File: src/rtl/fetch_unit.sv
// ---------------------------------------------------------------------------
// fetch_unit
//
// Instruction fetch front end. It issues word-aligned fetch requests to the
// instruction memory, collects the in-order responses into a small queue
// with their PCs, and presents the queue head to the IF/ID register. A
// redirect from execute flushes the queue, restarts fetching at the target,
// and discards every response still owed for the abandoned path.
//
// Parameters
//   RESET_PC : address of the first fetch after reset
//   DEPTH    : instruction queue entries (power of two, >= 2)
//
// Ports
//   clk            : clock, rising edge
//   rst            : asynchronous reset, active low
//   imem_req_valid : fetch request valid (combinational)
//   imem_req_addr  : fetch address (current fetch_pc)
//   imem_req_ready : memory accepts the request this cycle
//   imem_rsp_valid : instruction word returned (in request order)
//   imem_rsp_data  : returned instruction word
//   redirect_valid : taken branch / jal / jalr from execute
//   redirect_pc    : redirect target (low two bits ignored)
//   out_valid      : queue head valid
//   out_ready      : decode accepts the head
//   out_pc         : PC of the head (fetch_pc when empty)
//   out_instr      : head instruction (NOP when empty)
// ---------------------------------------------------------------------------
module fetch_unit #(
    parameter logic [31:0] RESET_PC = 32'h0000_0000,
    parameter int          DEPTH    = 4
) (
    input  logic        clk,
    input  logic        rst,
    output logic        imem_req_valid,
    output logic [31:0] imem_req_addr,
    input  logic        imem_req_ready,
    input  logic        imem_rsp_valid,
    input  logic [31:0] imem_rsp_data,
    input  logic        redirect_valid,
    input  logic [31:0] redirect_pc,
    output logic        out_valid,
    input  logic        out_ready,
    output logic [31:0] out_pc,
    output logic [31:0] out_instr
);

    localparam int          AW  = (DEPTH > 1) ? $clog2(DEPTH) : 1;
    localparam int          CW  = AW + 1;
    localparam logic [31:0] NOP = 32'h0000_0013;

    logic [31:0]   fetch_pc;
    logic [CW-1:0] count;
    logic [CW-1:0] outstanding;
    logic [CW-1:0] drop_cnt;
    logic [AW-1:0] head;
    logic [AW-1:0] tail;
    logic [31:0]   pc_q    [DEPTH];
    logic [31:0]   instr_q [DEPTH];

    logic          req_accept;
    logic          rsp_take;
    logic          rsp_drop;
    logic          push;
    logic          pop;
    logic [CW:0]   in_flight;
    logic [31:0]   rsp_pc;
    logic [31:0]   redirect_target;

    // A new request is only issued when the queue is guaranteed to have room
    // for its response, so responses never need backpressure.
    assign in_flight      = {1'b0, count} + {1'b0, outstanding};
    assign imem_req_valid = rst && !redirect_valid && (in_flight < (CW+1)'(DEPTH));
    assign imem_req_addr  = fetch_pc;

    assign req_accept = imem_req_valid && imem_req_ready;
    assign rsp_take   = imem_rsp_valid && (outstanding != '0);
    assign rsp_drop   = rsp_take && (drop_cnt != '0);
    assign push       = rsp_take && (drop_cnt == '0) && !redirect_valid;
    assign pop        = out_valid && out_ready;

    // Once all stale responses are gone, every outstanding request belongs
    // to the current sequential path, so the oldest one (the one answering
    // now) was issued at fetch_pc minus four per outstanding request.
    assign rsp_pc          = fetch_pc - {{(32-CW-2){1'b0}}, outstanding, 2'b00};
    assign redirect_target = redirect_pc & 32'hFFFF_FFFC;

    assign out_valid = (count != '0);
    assign out_pc    = out_valid ? pc_q[head]    : fetch_pc;
    assign out_instr = out_valid ? instr_q[head] : NOP;

    // Control state. On a redirect, outstanding already includes requests
    // that are still owed for older redirects, so reloading drop_cnt from
    // outstanding keeps those older drops and adds the new ones. A response
    // arriving in the redirect cycle itself is consumed and discarded there.
    always_ff @(posedge clk or negedge rst) begin
        if (!rst) begin
            fetch_pc    <= RESET_PC;
            count       <= '0;
            outstanding <= '0;
            drop_cnt    <= '0;
            head        <= '0;
            tail        <= '0;
        end else begin
            outstanding <= outstanding + CW'(req_accept) - CW'(rsp_take);
            if (redirect_valid) begin
                fetch_pc <= redirect_target;
                count    <= '0;
                head     <= '0;
                tail     <= '0;
                drop_cnt <= outstanding - CW'(rsp_take);
            end else begin
                if (req_accept) begin
                    fetch_pc <= fetch_pc + 32'd4;
                end
                if (push) begin
                    tail <= tail + 1'b1;
                end
                if (pop) begin
                    head <= head + 1'b1;
                end
                count <= count + CW'(push) - CW'(pop);
                if (rsp_drop) begin
                    drop_cnt <= drop_cnt - 1'b1;
                end
            end
        end
    end

    // Queue storage needs no reset: entries are only visible through count.
    // Writing at the tail while popping a full queue is safe because the
    // head entry is read combinationally before the edge.
    always_ff @(posedge clk) begin
        if (push) begin
            pc_q[tail]    <= rsp_pc;
            instr_q[tail] <= imem_rsp_data;
        end
    end

endmodule

File: config.mk
export PLATFORM = sky130hd
export DESIGN_NAME = fetch_unit
export DESIGN_NICKNAME = d
export VERILOG_FILES = /design/src/rtl/fetch_unit.sv
export SDC_FILE = /design/constraint.sdc
export NUM_CORES = 1
export LEC_CHECK = 0
export BUFFER_PORTS_ARGS = -buffer_cell sky130_fd_sc_hd__buf_2
export CAP_MARGIN = 20
export CORE_MARGIN = 2
export CORE_UTILIZATION = 35
export DETAILED_ROUTE_END_ITERATION = 6
export PLACE_DENSITY = 0.57
export SETUP_SLACK_MARGIN = 0.1
export SYNTH_ARGS = -nofsm -noshare
export SYNTH_HDL_FRONTEND = slang
export SYNTH_SLANG_ARGS = --single-unit
File: constraint.sdc
create_clock -name clk -period 3.33 [get_ports clk]
set_input_delay 0.1665 -clock clk [delete_from_list [all_inputs] [get_ports clk]]
set_output_delay 0.1665 -clock clk [all_outputs]
set_load 0.02 [all_outputs]
==> metrics.cfg, run 1 <==
[synthesis]
yosys.area.top_type=edfxtp_1
synthArstFlopShare_pct=14.8
ys_seq_area_share_pct=66.5
synth_cells=850
synth_area_um2=12800
ys_warn_count=0
synth_top_cell_area_share_pct=58.1
synth-seq-cells=291
syn_area_per_cell_um2=15.1
synth-edff-count=248
ys_types=54
synthFlopType=edfxtp_1
yosys-top-cells-area=edfxtp_1, mux4_2, dfrtp_1

[worst_setup_path]
critPathArrivalTime_ns=3.38
r2r_slack_ns=0.31
cp-startpoint=imem_req_addr[2]
regToRegStartpoint=imem_req_addr[2]
r2r.worst_path.cells=8
crit_fanout=7
r2r_end=pc_q[3][14]
critPathCapture=pc_q[3][14]
path_class=reg2reg
crit_path_start_kind=register
cp-end-kind=register
required_ns=3.68

[timing]
timing.final.crit_share_pct=90.8
finClkSkew_ns=0.0114
hold_viol=0
worstMarginPinSlew_ns=0.652
fin_ws_ns=0.305
rsz0062_at_grt=yes
tns_ns=0
fmaxAchievable_mhz=331
period_needed_ns=3.02
finalMaxSlewViolations=0
max_slew_margin_pct=56.5
setup_violations=0

[place]
io_buffers=161
place_hpwl_mm=20.9
dp.cells=1456
place_congestion=0.797
placed_area_um2=14300
post-place-ws_ns=0.333

[floorplan]
die_w_um=195
core_um2=36300
start_util_pct=35.3
dieArea_um2=38200
io_pins=168
rows=70
fp.dieH_um=195

[power_and_ir_drop]
ir_drop_uv=388
power_density_nw_per_um2=719
p_leak_nw=5.84

[clock_tree]
cts.sinks=291
cts_buffer_depth=3
clock_latency_ns=0.55
cts_tree=built
htreeDepth=1
cts-root-buf=clkbuf_16
path_clk_slew_ns=0.06
cts_buffers=31

[final_layout]
antenna_cells=0
fin_area_um2=15800
fill_cells=3363
final_cell_mix=edfxtp_1, buf_2, nand2_1
layout.cells.non_filler=1576
final_util_pct=43.6
mostFrequentLayoutCell=edfxtp_1
final_nets=1175
area_delta_synth_final_pct=23.6
drive_gt1_share_pct=29.2

[global_routing]
grt_first_pass_wirelength_mm=49.3
grt_pass1_vias=8228
antenna_found_initial=0
grt_max_degree=49
overflow=0
grtUsageTotal_pct=17.0

[drt]
drt_first_iter_violations=626
vias=8015
wl_per_cell_um=20.3
drc=0
drt-vias-per-instance=5.09
drtAntennaViolNets=0
drt-pass1-iter-count=5
wl_mm=32.0

[job]
max_cap_viol_count=0

[hold_path]
hold_class=in2reg
min-delay-start=out_ready
worstHoldPathCells=4

[status]
status=finished clean

[stage by stage]
step / hold slack, ns / total power, mW
after floorplan: -0.129 / 6.97
after global placement: 0.382 / 8.26
after detailed placement: 0.379 / 8.29
after CTS: 0.0930 / 11.6
after global routing: 0.108 / 12.0
final: 0.0967 / 11.4
[cell usage after synthesis, drive strengths merged, types with 4 or more instances]
cell    number
ha          18
o211ai       8
mux4        62
or4          6
xnor2       19
nor4        12
or2          4
a21oi        4
clkbuf      40
or3          6
dfrtp       43
nor2        24
edfxtp     248
nand2      128
buf         17
and3         9
and2        32
nor3        18
xor2        30
nand3       22
o21ai       24
inv         22
nand4       14
[cell type report]
class | count | area, um^2 | area share, %
Tap cell | 468 | 586 | 3.70
Sequential cell | 291 | 8530 | 53.9
Inverter | 24 | 90.1 | 0.569
Multi-Input combinational cell | 481 | 3970 | 25.1
Timing Repair Buffer | 255 | 1710 | 10.8
Clock buffer | 38 | 822 | 5.19
Clock inverter | 19 | 129 | 0.814
[sequential cells by signal, summed over array words and instances (netlist names)]
name / flops
count: 3
drop_cnt: 3
head: 2
imem_req_addr: 30
instr_q: 128
outstanding: 3
pc_q: 120
tail: 2
[power by group]
part	leakage, nW	switching [mW]	total, mW	internal [mW]
logic	2.61	2.23	3.67	1.45
clock network	0.464	1.38	3.20	1.82
registers	2.76	0.266	4.52	4.25
total	5.84	3.87	11.4	7.52
[routing by layer]
metal / track usage (%) / up-vias / share of wire [%]
met5: 0 / - / 0
met4: 3.22 / 0 / 1.7
met3: 2.94 / 48 / 5.8
met2: 29.9 / 247 / 50
met1: 22.2 / 4057 / 43
li1: - / 3663 / -
[worst min path at each step]
stage          slack (ns)                 to
2_1_floorplan       -0.13           count[0]
3_3_place_gp         0.38  imem_req_addr[12]
3_5_place_dp         0.38  imem_req_addr[12]
4_1_cts              0.09            head[0]
5_1_grt              0.11            head[0]
6_report              0.1            head[0]
[logic make-up (layout without fill, tap and decap cells)]
| kind of cell | Yosys count | after routing | synth area share [%] |
|---|---|---|---|
| xor gates and xnor gates | 49 | 49 | 3.41 |
| adders and majority gates | 21 | 21 | 2.23 |
| other | 1 | 4 | 0.0293 |
| muxes | 67 | 67 | 11.3 |
| and+or+nand+nor | 285 | 285 | 11.1 |
| buffers and inverters | 81 | 336 | 2.64 |
| DFF | 291 | 291 | 66.5 |
| AOI/OAI and AO/OA | 55 | 55 | 2.73 |
[timing repair]
action                                 CTS  global route
setup endpoints to repair                0             4
setup buffers                            0             0
resized for setup                        0             0
endpoints found under the hold margin  201             0
hold buffers                            63             0
[critical path, cell delays in order (launching register included)]
cell and delay [ns]:
dfrtp_1 0.45, inv_1 0.20, ha_1 0.20, inv_1 0.05, fa_1 0.39, a211oi_1 0.45, nand3_1 0.43, nor4_1 0.35
xor2_1 0.30
(Power assumes the default switching activity.)
==> inputs of run 2 (changes only) <==
--- a/config.mk
+++ b/config.mk
@@ -7,6 +7,7 @@
 export LEC_CHECK = 0
 export BUFFER_PORTS_ARGS = -buffer_cell sky130_fd_sc_hd__buf_2
 export CAP_MARGIN = 20
+export CORE_ASPECT_RATIO = 1.1
 export CORE_MARGIN = 2
 export CORE_UTILIZATION = 35
 export DETAILED_ROUTE_END_ITERATION = 6
==> run 2 against run 1 <==
  * Critical path depth unchanged
  * Flip-flop and latch count unchanged
  * Combinational power about the same
  * Highest routed layer unchanged
  * Largest cell class unchanged
  * Register-to-register slack worse by 0.02 ns
  * Count of clock-buffer cells in the layout up 3
  * Worst setup slack worse by 0.024 ns
  * Die area about the same
  * Utilization up 0.64 points
  * Via count down 1.6%
  * Clock power up 6.9%
==> metrics.cfg, run 2 (synthesis gave the netlist of run 1 again) <==
[final_layout]
fill_cells=3309  ; -1.6%
drive_gt1_share_pct=28.9  ; -0.23 points
regMostFlops=instr_q
largest_reg_flops=128  ; unchanged
mostFrequentLayoutCell=edfxtp_1
antenna_cells=0  ; unchanged
area_delta_synth_final_pct=24.5
final_nets=1171  ; -0.34%
final_util_pct=44.2  ; +0.64 points
final_cell_mix=edfxtp_1, buf_2, nand2_1

[floorplan]
rows=73  ; +4.3%
fp.dieH_um=205  ; +4.8%
die_w_um=186  ; -4.6%
start_util_pct=35.5  ; +0.26 points
dieArea_um2=38200  ; about the same
core_um2=36100  ; -0.74%
io_pins=168  ; unchanged

[global_routing]
antenna_found_initial=0  ; unchanged
grt_first_pass_wirelength_mm=49.3  ; about the same
overflow=0  ; unchanged
grt_pass1_vias=8222  ; -0.073%
grt_max_degree=63  ; +29%
grtUsageTotal_pct=16.9  ; -0.082 points

[worst_setup_path]
cpMaxStageDelayCell=or4_1
max_stage_delay_ns=0.48  ; +0.03 ns
crit_path_start_kind=register
crit_top_cell=inv_1
worstPathCellList=inv_1, ha_1, inv_1, fa_1, a211oi_1, nand2_1, or4_1, xnor2_1
crit_fanout=7  ; unchanged
r2r.worst_path.cells=8  ; unchanged
path_class=reg2reg
required_ns=3.66  ; -0.02 ns
critPathArrivalTime_ns=3.37  ; about the same
r2r_end=pc_q[3][26]
regToRegStartpoint=imem_req_addr[2]
r2r_slack_ns=0.28  ; -0.02 ns
cp-end-kind=register

[clock_tree]
cts_tree=built
path_clk_slew_ns=0.06  ; about the same
clock_latency_ns=0.55  ; about the same
cts_resized=0  ; unchanged
cts_setup_buffers=0  ; unchanged
cts.sinks=291  ; unchanged
cts_buffer_depth=3  ; unchanged
cts-root-buf=clkbuf_16
cts_buffers=31  ; unchanged
htreeDepth=1  ; unchanged
cts.hold.buffers_added=63  ; unchanged

[place]
place_congestion=0.821  ; +3.0%
place_hpwl_mm=21.0  ; +0.21%
io_buffers=161  ; unchanged

[drt]
drt-vias-per-instance=4.96  ; -2.5%
drt_first_iter_violations=581  ; -7.2%
wl_mm=32.1  ; +0.34%
drt-pass1-iter-count=5  ; unchanged
vias=7886  ; -1.6%
drc=0  ; unchanged
wl_per_cell_um=20.2  ; -0.55%
drtAntennaViolNets=0  ; unchanged

[power_and_ir_drop]
p_leak_nw=5.85  ; +0.34%
report.power.total_mw=11.6  ; +2.0%
ir_drop_uv=442  ; +14%
power_density_nw_per_um2=729  ; +1.3%

[timing]
fmaxAchievable_mhz=328  ; -0.78%
rsz0062_at_grt=no
max_slew_margin_pct=52.0  ; -4.5 points
hold_viol=0  ; unchanged
tns_ns=0  ; unchanged
finalMaxSlewViolations=0  ; unchanged
setup_violations=0  ; unchanged
finClkSkew_ns=0.0121  ; +0.000698 ns
hold-worst-slack_ns=0.0873  ; -0.00941 ns
period_needed_ns=3.05  ; +0.0238 ns
timing.final.crit_share_pct=91.5  ; +0.71 points
worstMarginPinSlew_ns=0.712  ; +0.0596 ns

[job]
max_cap_viol_count=0  ; unchanged

[hold_path]
worstHoldPathCells=3  ; -1
hold_end=imem_req_addr[15]
min-delay-start=redirect_valid
hold_class=in2reg

[status]
status=finished clean

[run 2: cell count changes in the layout (fill, tap and decap cells not counted)]
cell        change
buf_4           -9
buf_12          +5
clkinv_1        -4
clkbuf_1        +3
bufinv_16       +2
clkinv_2        -2
clkbuf_16       +1
clkbuf_8        -1
clkinvlp_4      -1
inv_6           +1
[run 2: layout make-up]
type	count	area (um^2)	share of cell area [%]
clock inverter	15	165	1.04
tap	487	609	3.82
sequential	291	8530	53.5
clock buffer	41	845	5.29
multi-input combinational	481	3970	24.9
inverter	24	90.1	0.565
timing repair buffer	251	1740	10.9
[run 2: report_power, final]
part	switching, mW	total (mW)	internal, mW
combinational	2.21	3.65	1.44
sequential	0.298	4.55	4.25
clock	1.41	3.42	2.02
[run 2: per-stage QoR]
step           setup slack [ns]  cell area (um^2)  std cells
2_1_floorplan             0.417             12800        853
5_1_grt                   0.153             16000       1590
3_5_place_dp              0.343             14300       1471
3_3_place_gp              0.414             14300       1471
4_1_cts                   0.332             16000       1590
6_report                  0.281             16000       1590
[run 2: per-layer routing]
layer,vias to the layer above,wire [um],global-route usage (%)
li1,3650,-,-
met1,3989,14000,22.4
met2,216,16000,29.3
met3,31,1560,2.60
met4,0,522,4.06
met5,-,0,0
[run 2: critical path: cells and delay by family, from the launching register on]
kind / cells / cell delay [ns]
buf+inv: 2 / 0.23
simple gates: 2 / 0.78
compound gates: 1 / 0.47
fa+ha+maj: 2 / 0.59
flops: 1 / 0.45
xor+xnor: 1 / 0.31
[run 2: worst max path at each step]
stage	slack [ns]	depth (start not counted)	from	endpoint
floorplan	0.42	5	drop_cnt[0]	instr_q[0][0]
global placement	0.41	10	outstanding[2]	outstanding[2]
detailed placement	0.34	8	imem_req_addr[2]	pc_q[1][26]
CTS	0.33	8	imem_req_addr[2]	pc_q[3][26]
global route	0.15	8	imem_req_addr[2]	pc_q[3][26]
finish	0.28	8	imem_req_addr[2]	pc_q[3][26]
==> inputs of run 3 (changes only) <==
--- a/config.mk
+++ b/config.mk
@@ -5,13 +5,13 @@
 export SDC_FILE = /design/constraint.sdc
 export NUM_CORES = 1
 export LEC_CHECK = 0
-export BUFFER_PORTS_ARGS = -buffer_cell sky130_fd_sc_hd__buf_2
 export CAP_MARGIN = 20
 export CORE_ASPECT_RATIO = 1.1
 export CORE_MARGIN = 2
 export CORE_UTILIZATION = 35
 export DETAILED_ROUTE_END_ITERATION = 6
-export PLACE_DENSITY = 0.57
+export DONT_BUFFER_PORTS = 1
+export PLACE_DENSITY = 0.53
 export SETUP_SLACK_MARGIN = 0.1
 export SYNTH_ARGS = -nofsm -noshare
 export SYNTH_HDL_FRONTEND = slang
==> run 3 against run 2 <==
  * Non-clock buffer count fell by 146
  * Clock power grew 3%
  * Final cell count shrank 8.9%
  * Global-route usage down 0.19 points
  * Register-to-register slack better by 0.15 ns
  * Flip-flop and latch count is the same
  * Sequential power shrank 1%
  * Critical path depth increased by 2
  * Worst setup slack gained 0.15 ns
  * Clock skew grew 0.00070 ns
  * Largest power group unchanged
  * Highest routed layer is now met5
==> metrics.cfg, run 3 (synthesis gave the netlist of run 1 again) <==
[status]
status=finished clean

[floorplan]
core_um2=36100  ; unchanged
die_w_um=186  ; unchanged
start_util_pct=35.5  ; unchanged
fp.dieH_um=205  ; unchanged
dieArea_um2=38200  ; unchanged
rows=73  ; unchanged
io_pins=168  ; unchanged

[global_routing]
grt_first_pass_wirelength_mm=48.1  ; -2.5%
grt_max_degree=62  ; -1.6%
grtUsageTotal_pct=16.7  ; -0.19 points
antenna_found_initial=1  ; +1
overflow=0  ; unchanged
grt_pass1_vias=7724  ; -6.1%

[clock_tree]
clock_latency_ns=0.51  ; -0.04 ns
cts_buffer_depth=3  ; unchanged
path_clk_slew_ns=0.06  ; about the same
cts-root-buf=clkbuf_16
cts_buffers=34  ; +9.7%
cts_setup_buffers=0  ; unchanged
cts.sinks=291  ; unchanged
cts_resized=0  ; unchanged
htreeDepth=2  ; +1
cts_tree=built

[final_layout]
drive_gt1_share_pct=17.6  ; -11 points
final_nets=1028  ; -12%
largest_reg_flops=128  ; unchanged
mostFrequentLayoutCell=edfxtp_1
final_cell_mix=edfxtp_1, nand2_1, dlygate4sd3_1
antenna_cells=0  ; unchanged
regMostFlops=instr_q
area_delta_synth_final_pct=19.7
final_util_pct=42.5  ; -1.7 points

[power_and_ir_drop]
p_leak_nw=5.29  ; -9.6%
power_density_nw_per_um2=737  ; +1.1%
report.power.total_mw=11.3  ; -2.8%
ir_drop_uv=424  ; -4.2%

[timing]
rsz0062_at_grt=no
tns_ns=0  ; unchanged
hold-worst-slack_ns=0.0962  ; +0.00891 ns
worstMarginPinSlew_ns=0.784  ; +0.0721 ns
setup_violations=0  ; unchanged
fmaxAchievable_mhz=345  ; +5.2%
finClkSkew_ns=0.0128  ; +0.000704 ns
hold_viol=0  ; unchanged
timing.final.crit_share_pct=87.0  ; -4.5 points
period_needed_ns=2.90  ; -0.151 ns
finalMaxSlewViolations=0  ; unchanged
fin_ws_ns=0.432  ; +0.151 ns
max_slew_margin_pct=47.7  ; -4.3 points

[worst_setup_path]
cp-end-kind=register
crit_fanout=5  ; -2
required_ns=3.71  ; +0.05 ns
crit_path_start_kind=register
path_class=reg2reg
critPathArrivalTime_ns=3.28  ; -0.09 ns

[drt]
drt-pass1-iter-count=5  ; unchanged
vias=7382  ; -6.4%
drt_first_iter_violations=454  ; -22%
wl_per_cell_um=21.7  ; +7.6%
drc=0  ; unchanged
drtAntennaViolNets=0  ; unchanged
wl_mm=31.5  ; -2.0%
drt-vias-per-instance=5.10  ; +2.8%

[place]
place_congestion=0.786  ; -4.2%
io_buffers=0  ; -100%
place_hpwl_mm=20.1  ; -4.4%
post-place-ws_ns=0.437  ; +0.0941 ns

[hold_path]
hold_class=in2reg

[job]
max_cap_viol_count=0  ; unchanged

[run 3: changes by cell type in the layout (fill, tap and decap cells not counted)]
| cell | change |
|---|---|
| buf_2 | -161 |
| clkbuf_8 | +1 |
| and3_2 | -1 |
| clkinv_1 | +8 |
| buf_16 | +1 |
| buf_4 | +12 |
| clkbuf_16 | +3 |
| and3_4 | +1 |
| bufinv_16 | -1 |
| clkinv_2 | -3 |
| clkbuf_1 | -2 |
| dlygate4sd3_1 | +2 |
| clkinvlp_4 | -2 |
[run 3: through the flow]
stage | std cells | instance area [um^2]
3_3_place_gp | 1321 | 13600
4_1_cts | 1448 | 15300
2_1_floorplan | 853 | 12800
3_5_place_dp | 1321 | 13600
6_report | 1448 | 15300
5_1_grt | 1448 | 15300
[run 3: worst paths after layout]
| kind | start | end | slack, ns | cells after the start |
|---|---|---|---|---|
| max in group asynchronous | rst | head[0] | 2.91 | 2 |
| min in group asynchronous | rst | imem_req_addr[15] | 0.18 | 2 |
| worst max register to register | outstanding[2] | outstanding[2] | 0.43 | 10 |
| worst min-delay path | out_ready | head[1] | 0.1 | 4 |
| worst max-delay path | outstanding[2] | outstanding[2] | 0.43 | 10 |
| worst min register to register | drop_cnt[1] | drop_cnt[1] | 0.58 | 2 |
[run 3: repair_timing]
item | CTS | global route
endpoints found under the hold margin | 209 | 0
hold buffers | 67 | 0
endpoints found under the setup margin | 0 | 0
[run 3: final cells by class]
class	count	area, um^2
multi-input cells	481	3980
flip-flops and latches	291	8530
well taps	487	609
inverters	24	90.1
fillers	3275	20700
repair buffers	105	1070
clock inverters	17	135
clock buffers	43	926
[run 3: report_power, final]
group	internal, mW	total (mW)	leakage (nW)	switching [mW]
Sequential	4.25	4.50	2.76	0.247
Combinational	1.14	3.28	2.02	2.14
Clock	2.12	3.52	0.520	1.40
[run 3: critical path: stages, from the launching register on]
cell and delay (ns):
dfrtp_1 0.45, ha_1 0.30, nor4b_1 0.35, and4_1 0.38, inv_1 0.14, ha_1 0.30
inv_1 0.04, ha_1 0.18, fa_1 0.38, xnor2_1 0.14, xnor2_1 0.13
[run 3: metal layers]
metal | wire length [um] | GRT usage, % | vias up | share of wire (%)
li1 | - | - | 3368 | -
met2 | 15500 | 28.1 | 207 | 49
met5 | 13 | 0 | - | 0.041
met4 | 569 | 4.74 | 2 | 1.8
met1 | 13400 | 21.7 | 3761 | 43
met3 | 1920 | 3.96 | 44 | 6.1
